### config.mk
export PLATFORM = sky130hd
export DESIGN_NAME = bcd_seq_converter
export DESIGN_NICKNAME = d
export VERILOG_FILES = /design/src/rtl/bcd_pkg.sv /design/src/rtl/bcd_digit_adjust.sv /design/src/rtl/bcd_seq_converter.sv
export SDC_FILE = /design/constraint.sdc
export NUM_CORES = 1
export LEC_CHECK = 0
export BUFFER_PORTS_ARGS = -buffer_cell sky130_fd_sc_hd__buf_2
export CAP_MARGIN = 20
export CORE_ASPECT_RATIO = 0.75
export CORE_MARGIN = 4
export CORE_UTILIZATION = 45
export CTS_CLUSTER_SIZE = 30
export DETAILED_ROUTE_END_ITERATION = 7
export PLACE_DENSITY_LB_ADDON = 0.05
export SYNTH_ARGS = -nofsm -noshare
export SYNTH_HDL_FRONTEND = slang
export SYNTH_SLANG_ARGS = --single-unit
### constraint.sdc
create_clock -name clk -period 6.7 [get_ports clk]
set_input_delay 0.335 -clock clk [delete_from_list [all_inputs] [get_ports clk]]
set_output_delay 0.335 -clock clk [all_outputs]
set_load 0.02 [all_outputs]
### src/rtl/bcd_pkg.sv
// bcd_pkg: shared state encoding and digit helpers for the sequential BCD converter
package bcd_pkg;
  typedef enum logic [1:0] {IDLE, CONV, DONE} state_t;
  localparam logic [3:0] BCD_NINE = 4'd9;
  localparam int MAX_DIGITS = 16;
  function automatic logic [3:0] add3_if_ge5(input logic [3:0] d);
    return (d >= 4'd5 && d <= BCD_NINE) ? d + 4'd3 : d;
  endfunction
  function automatic int ndigits_of(input logic [4*MAX_DIGITS-1:0] bcd);
    int n;
    n = 1;
    for (int i = 0; i < MAX_DIGITS; i++)
      if (bcd[4*i +: 4] != 4'd0) n = i + 1;
    return n;
  endfunction
endpackage

### src/rtl/bcd_digit_adjust.sv
// bcd_digit_adjust: single-digit double-dabble correction (>=5 gets +3)
module bcd_digit_adjust
  import bcd_pkg::*;
(
  input  logic [3:0] d,
  output logic [3:0] q
);
  assign q = add3_if_ge5(d);
endmodule

### src/rtl/bcd_seq_converter.sv
// bcd_seq_converter: iterative binary-to-BCD converter, one adjust-and-shift step per clock
module bcd_seq_converter
  import bcd_pkg::*;
#(
  parameter int BIN_WIDTH = 32,
  parameter int DIGITS = 8,
  localparam int CNT_W = $clog2(BIN_WIDTH + 1),
  localparam int NDW = $clog2(DIGITS + 1)
) (
  input  logic                  clk,
  input  logic                  rst_n,
  input  logic                  in_valid,
  output logic                  in_ready,
  input  logic [BIN_WIDTH-1:0]  in_bin,
  output logic                  out_valid,
  input  logic                  out_ready,
  output logic [4*DIGITS-1:0]   out_bcd,
  output logic [NDW-1:0]        out_ndigits,
  output logic                  out_ovf
);
  localparam int SW = BIN_WIDTH + 4*DIGITS;
  state_t state, state_nx;
  logic [SW-1:0] sr, adj, step;
  logic [CNT_W-1:0] cnt;
  logic ovf_acc, ovf_step;
  for (genvar g = 0; g < DIGITS; g++) begin : g_adj
    bcd_digit_adjust u_adj (.d(sr[BIN_WIDTH+4*g +: 4]), .q(adj[BIN_WIDTH+4*g +: 4]));
  end
  assign adj[BIN_WIDTH-1:0] = sr[BIN_WIDTH-1:0];
  assign step = {adj[SW-2:0], 1'b0};
  assign ovf_step = ovf_acc | adj[SW-1];
  assign in_ready = state == IDLE;
  assign out_valid = state == DONE;
  // state register
  always_ff @(posedge clk or negedge rst_n)
    if (!rst_n) state <= IDLE;
    else state <= state_nx;
  // next-state: accept in IDLE, count steps in CONV, wait for consumer in DONE
  always_comb begin
    state_nx = state;
    case (state)
      IDLE: state_nx = in_valid ? CONV : IDLE;
      CONV: state_nx = cnt == CNT_W'(1) ? DONE : CONV;
      DONE: state_nx = out_ready ? IDLE : DONE;
      default: state_nx = IDLE;
    endcase
  end
  // datapath: load on accept, step while converting, capture results on the last step
  always_ff @(posedge clk or negedge rst_n)
    if (!rst_n) begin
      sr <= '0;
      cnt <= '0;
      ovf_acc <= 1'b0;
      out_bcd <= '0;
      out_ndigits <= NDW'(1);
      out_ovf <= 1'b0;
    end else if (state == IDLE && in_valid) begin
      sr <= {{(4*DIGITS){1'b0}}, in_bin};
      cnt <= CNT_W'(BIN_WIDTH);
      ovf_acc <= 1'b0;
    end else if (state == CONV) begin
      sr <= step;
      cnt <= cnt - 1'b1;
      ovf_acc <= ovf_step;
      if (cnt == CNT_W'(1)) begin
        out_bcd <= ovf_step ? {DIGITS{BCD_NINE}} : step[SW-1:BIN_WIDTH];
        out_ndigits <= ovf_step ? NDW'(DIGITS) : NDW'(ndigits_of((4*MAX_DIGITS)'(step[SW-1:BIN_WIDTH])));
        out_ovf <= ovf_step;
      end
    end
endmodule

==> results.md <==
* Result of the run: finished, final reports clean
* Post-CTS Hold Fix Bufs at 0
* Maximum number of pins on one net before global-route repair at 67
* Startpoint class of the critical path: flip-flop
* Xor and xnor area share after synthesis at 2.82%
* R2R Setup Slk at 4.33 ns
* Worst voltage drop across the vdd grid at 0.202 mV
* Setup TNS at 0 ns
* Distinct cells, synth at 51
* Highest-count cells in the layout ignoring fill and taps: sky130_fd_sc_hd__dfrtp_1 (109), sky130_fd_sc_hd__nand2_1 (104), sky130_fd_sc_hd__buf_2 (73), sky130_fd_sc_hd__o21ai_0 (65), sky130_fd_sc_hd__nand3_1 (35)
* Relative slew margins at 46.5%
* Overflow after GRT at 0
* Number of buffer and inverter stages on the critical path at 1
* Kind of cell adding the most delay to the critical path: simple AND/OR/NAND/NOR gates
* Beginning of the worst register-to-register path: sr[61]$_DFFE_PN0P_
* Clock latency reported for the late side of the worst-skew pair at 0.35 ns
* Highest-delay cell along the critical path: sky130_fd_sc_hd__nand3b_1
* Synthesis-to-layout area growth at 15.8%
* Diode count at 0
* Total vias in the final route at 4286
* CP Cell Sequence: inv_1 > ha_1 > nand2b_1 > a31oi_1 > nand3b_1 > o22a_1
* Post-Synthesis Cell Area at 5280 um2
* Internal Dissipation at 1850 uW
* Power density normalized to cell area at 537 nW/um2
* Die height at 102 um
* Number of enable-type register cells in the synthesized netlist at 0
* Final Critical Period at 2.37 ns
* Compound-gate portion of the synthesized area at 17.9%
* Post-cts sizing count at 0
* Standard cell area after detailed placement at 5820 um2
* Final-report max-slew violation count at 0
* H-tree levels at 3
* Global-route usage over all layers at 19.2%
* Commonest non-fill, non-tap cell in the layout: sky130_fd_sc_hd__dfrtp_1
* Largest buffer count on any clock path at 2
* Post-Synthesis Net Count at 617
* Combinational fraction of design power at 46.9%
* Post-route ant nets at 0
* Share of the synthesized area in the top cell type at 51.6%
* Number of failing setup endpoints in the final timing report at 0
* Gate Count Post-Synth at 563
* Top-Level Pins at 75
* Portion of total power attributed to sequential cells at 37.0%
* Maximum clock rate at 422 MHz
* CP Capture Type: flip-flop
* Number of DRC violations after detailed-routing iteration 0 at 172
* Clock buffers created by TritonCTS at 9
* Cell taking the most area after synthesis: sky130_fd_sc_hd__dfrtp_1
* Port Buffers at 74
* Routability congestion estimate from global placement at 0.800
* Die outline area at 13600 um2
* Via count normalized by instance count at 5.41
* Number of fillers in the final layout at 1035
* WHS at 0.0307 ns
* Post-synthesis mux area share at 1.23%
* Max-capacitance violation count at 0
* Share of the clock period used by the worst path after layout at 35.4%
* Path class of the lowest-slack min-delay path: input pin to async pin
* Share of synthesized area occupied by flip-flops and latches at 52.1%
* R2r endpoint: out_bcd[0]$_DFFE_PN0P_
* Switching portion of total power at 43.8%
* Global-route wire length before repair at 20900 um
* Power Total at 3290 uW
* Reg2Reg Depth at 6
* Post-route cell area at 6120 um2
* Clk pwr share at 16.1%
* Fraction of layout cells with a size suffix above 1 at 18.0%
* Register clock-pin slew on the reported worst setup and hold paths at 0.08 ns
* Top post-synthesis cells by area: sky130_fd_sc_hd__dfrtp_1 (52%), sky130_fd_sc_hd__nand2_1 (7.4%), sky130_fd_sc_hd__o21ai_0 (6.2%)
* Final number of hold-violating endpoints at 0
* Setup Fix Bufs, Post-CTS at 0
* Yosys warns at 0
* Detailed-placement wirelength estimate at 8520 um
* 1st-pass router iterations at 4
* Number of placement rows at 33
* Root buffer cell: sky130_fd_sc_hd__clkbuf_16
* Initial standard-cell utilization of the core at 47.2%
* Most used DFF post-synth: sky130_fd_sc_hd__dfrtp_1
* Worst endpoint required time at 6.93 ns
* Leakage power total at 0.00290 uW
* Total number of clock tree sinks at 110
* Post-synthesis simple-gate area fraction at 18.3%
* Total number of nets in the final design at 684
* Critical path class: flip-flop to flip-flop
* Residual DRC at 0
* Detailed Route WL at 12500 um
* Synthesized flop and latch total at 110
* Highest net fanout along the worst path at 16
* Arrival time worst endpoint at 2.60 ns
* Async set or reset register ratio after synthesis at 100%
* Number of global-route vias before repair at 4126
* Syn_area_per_cell at 9.38 um2
* Combinational family with the most area after synthesis: simple AND/OR/NAND/NOR gates
* RSZ-0062 raised after global routing: false
* Fraction of the mapped netlist area in adder cells at 4.26%
* Sw power at 1440 uW
* Slowest stage delay, CP at 0.62 ns
* Average wire per cell in the routed design at 15.7 um
* Clock tree from TritonCTS: yes
* Slew @ Worst Pin at 0.799 ns
* Share of the core filled with cells in the final layout at 54.7%
* Final worst clock skew at 0.00674 ns
* Initial antenna violation count at 0
* Die width at 133 um
* Area inside the core boundary at 11200 um2
==> routing by layer <==
metal / share of wire (%) / GRT usage (%) / vias to the layer above
met3: 5.5 / 4.23 / 11
met4: 1.1 / 5.06 / 0
met2: 46 / 30.8 / 79
met1: 47 / 27.0 / 2097
met5: 0 / 0 / -
li1: - / - / 2099
==> worst max path at each step <==
stage	to	from	slack, ns	cells after the start
after detailed placement	out_bcd[5]$_DFFE_PN0P_	sr[61]$_DFFE_PN0P_	4.36	6
final	out_bcd[0]$_DFFE_PN0P_	sr[61]$_DFFE_PN0P_	4.33	6
after floorplan	out_ndigits[1]$_DFFE_PN0P_	sr[40]$_DFFE_PN0P_	4.52	8
after global routing	out_bcd[17]$_DFFE_PN0P_	sr[61]$_DFFE_PN0P_	4.07	6
after global placement	out_ndigits[1]$_DFFE_PN0P_	sr[40]$_DFFE_PN0P_	4.44	8
after CTS	out_bcd[0]$_DFFE_PN0P_	sr[61]$_DFFE_PN0P_	4.31	6
==> flip-flops by register name (all words and copies together), names as in the netlist <==
name,count
ovf_acc,1
out_ndigits,4
out_bcd,32
cnt,6
state,2
sr,64
out_ovf,1
==> power by group through the flow <==
stage	logic [uW]	registers, uW	clock network, uW
6_report	1540	1220	529
5_1_grt	1750	1260	570
4_1_cts	1560	1220	545
3_5_place_dp	1550	1230	0
3_3_place_gp	1500	1210	0
2_1_floorplan	1020	1300	0
==> cell families (layout without fill, tap and decap cells) <==
family                     Yosys count  in the layout
DFF                                110            110
muxes                                6              6
adders and majority gates           18             18
xor gates and xnor gates            17             17
and+or+nand+nor                    212            212
AOI/OAI and AO/OA                  154            154
buffers and inverters               46            118
==> cell usage after synthesis (3+ instances only) <==
cell type and number:
sky130_fd_sc_hd__nor2_1 28, sky130_fd_sc_hd__ha_1 18, sky130_fd_sc_hd__nand2b_1 10, sky130_fd_sc_hd__o22ai_1 8
sky130_fd_sc_hd__nand3_1 35, sky130_fd_sc_hd__nor2b_1 14, sky130_fd_sc_hd__or2_2 5, sky130_fd_sc_hd__dfrtp_1 109
sky130_fd_sc_hd__o21ai_0 65, sky130_fd_sc_hd__nand2_1 104, sky130_fd_sc_hd__and2_1 3, sky130_fd_sc_hd__a31oi_1 10
sky130_fd_sc_hd__buf_1 5, sky130_fd_sc_hd__nand4_1 3, sky130_fd_sc_hd__inv_1 19, sky130_fd_sc_hd__a22oi_1 31
sky130_fd_sc_hd__a21oi_1 19, sky130_fd_sc_hd__xnor2_1 10, sky130_fd_sc_hd__mux2i_1 5, sky130_fd_sc_hd__clkbuf_1 21
sky130_fd_sc_hd__xor2_1 7
==> layout make-up <==
| cell class | instances | area [um2] | area share [%] |
|---|---|---|---|
| tap | 157 | 196 | 3.21 |
| clock inverter | 6 | 53.8 | 0.880 |
| multi-input combinational | 407 | 2360 | 38.6 |
| timing repair buffer | 83 | 440 | 7.20 |
| inverter | 19 | 71.3 | 1.17 |
| clock buffer | 10 | 239 | 3.91 |
| sequential | 110 | 2750 | 45.0 |
==> per-stage QoR <==
stage	setup WS, ns	instances
CTS	4.31	792
detailed placement	4.36	776
global route	4.07	792
floorplan	4.52	563
global placement	4.44	776
finish	4.33	792
(Power assumes the default switching activity.)
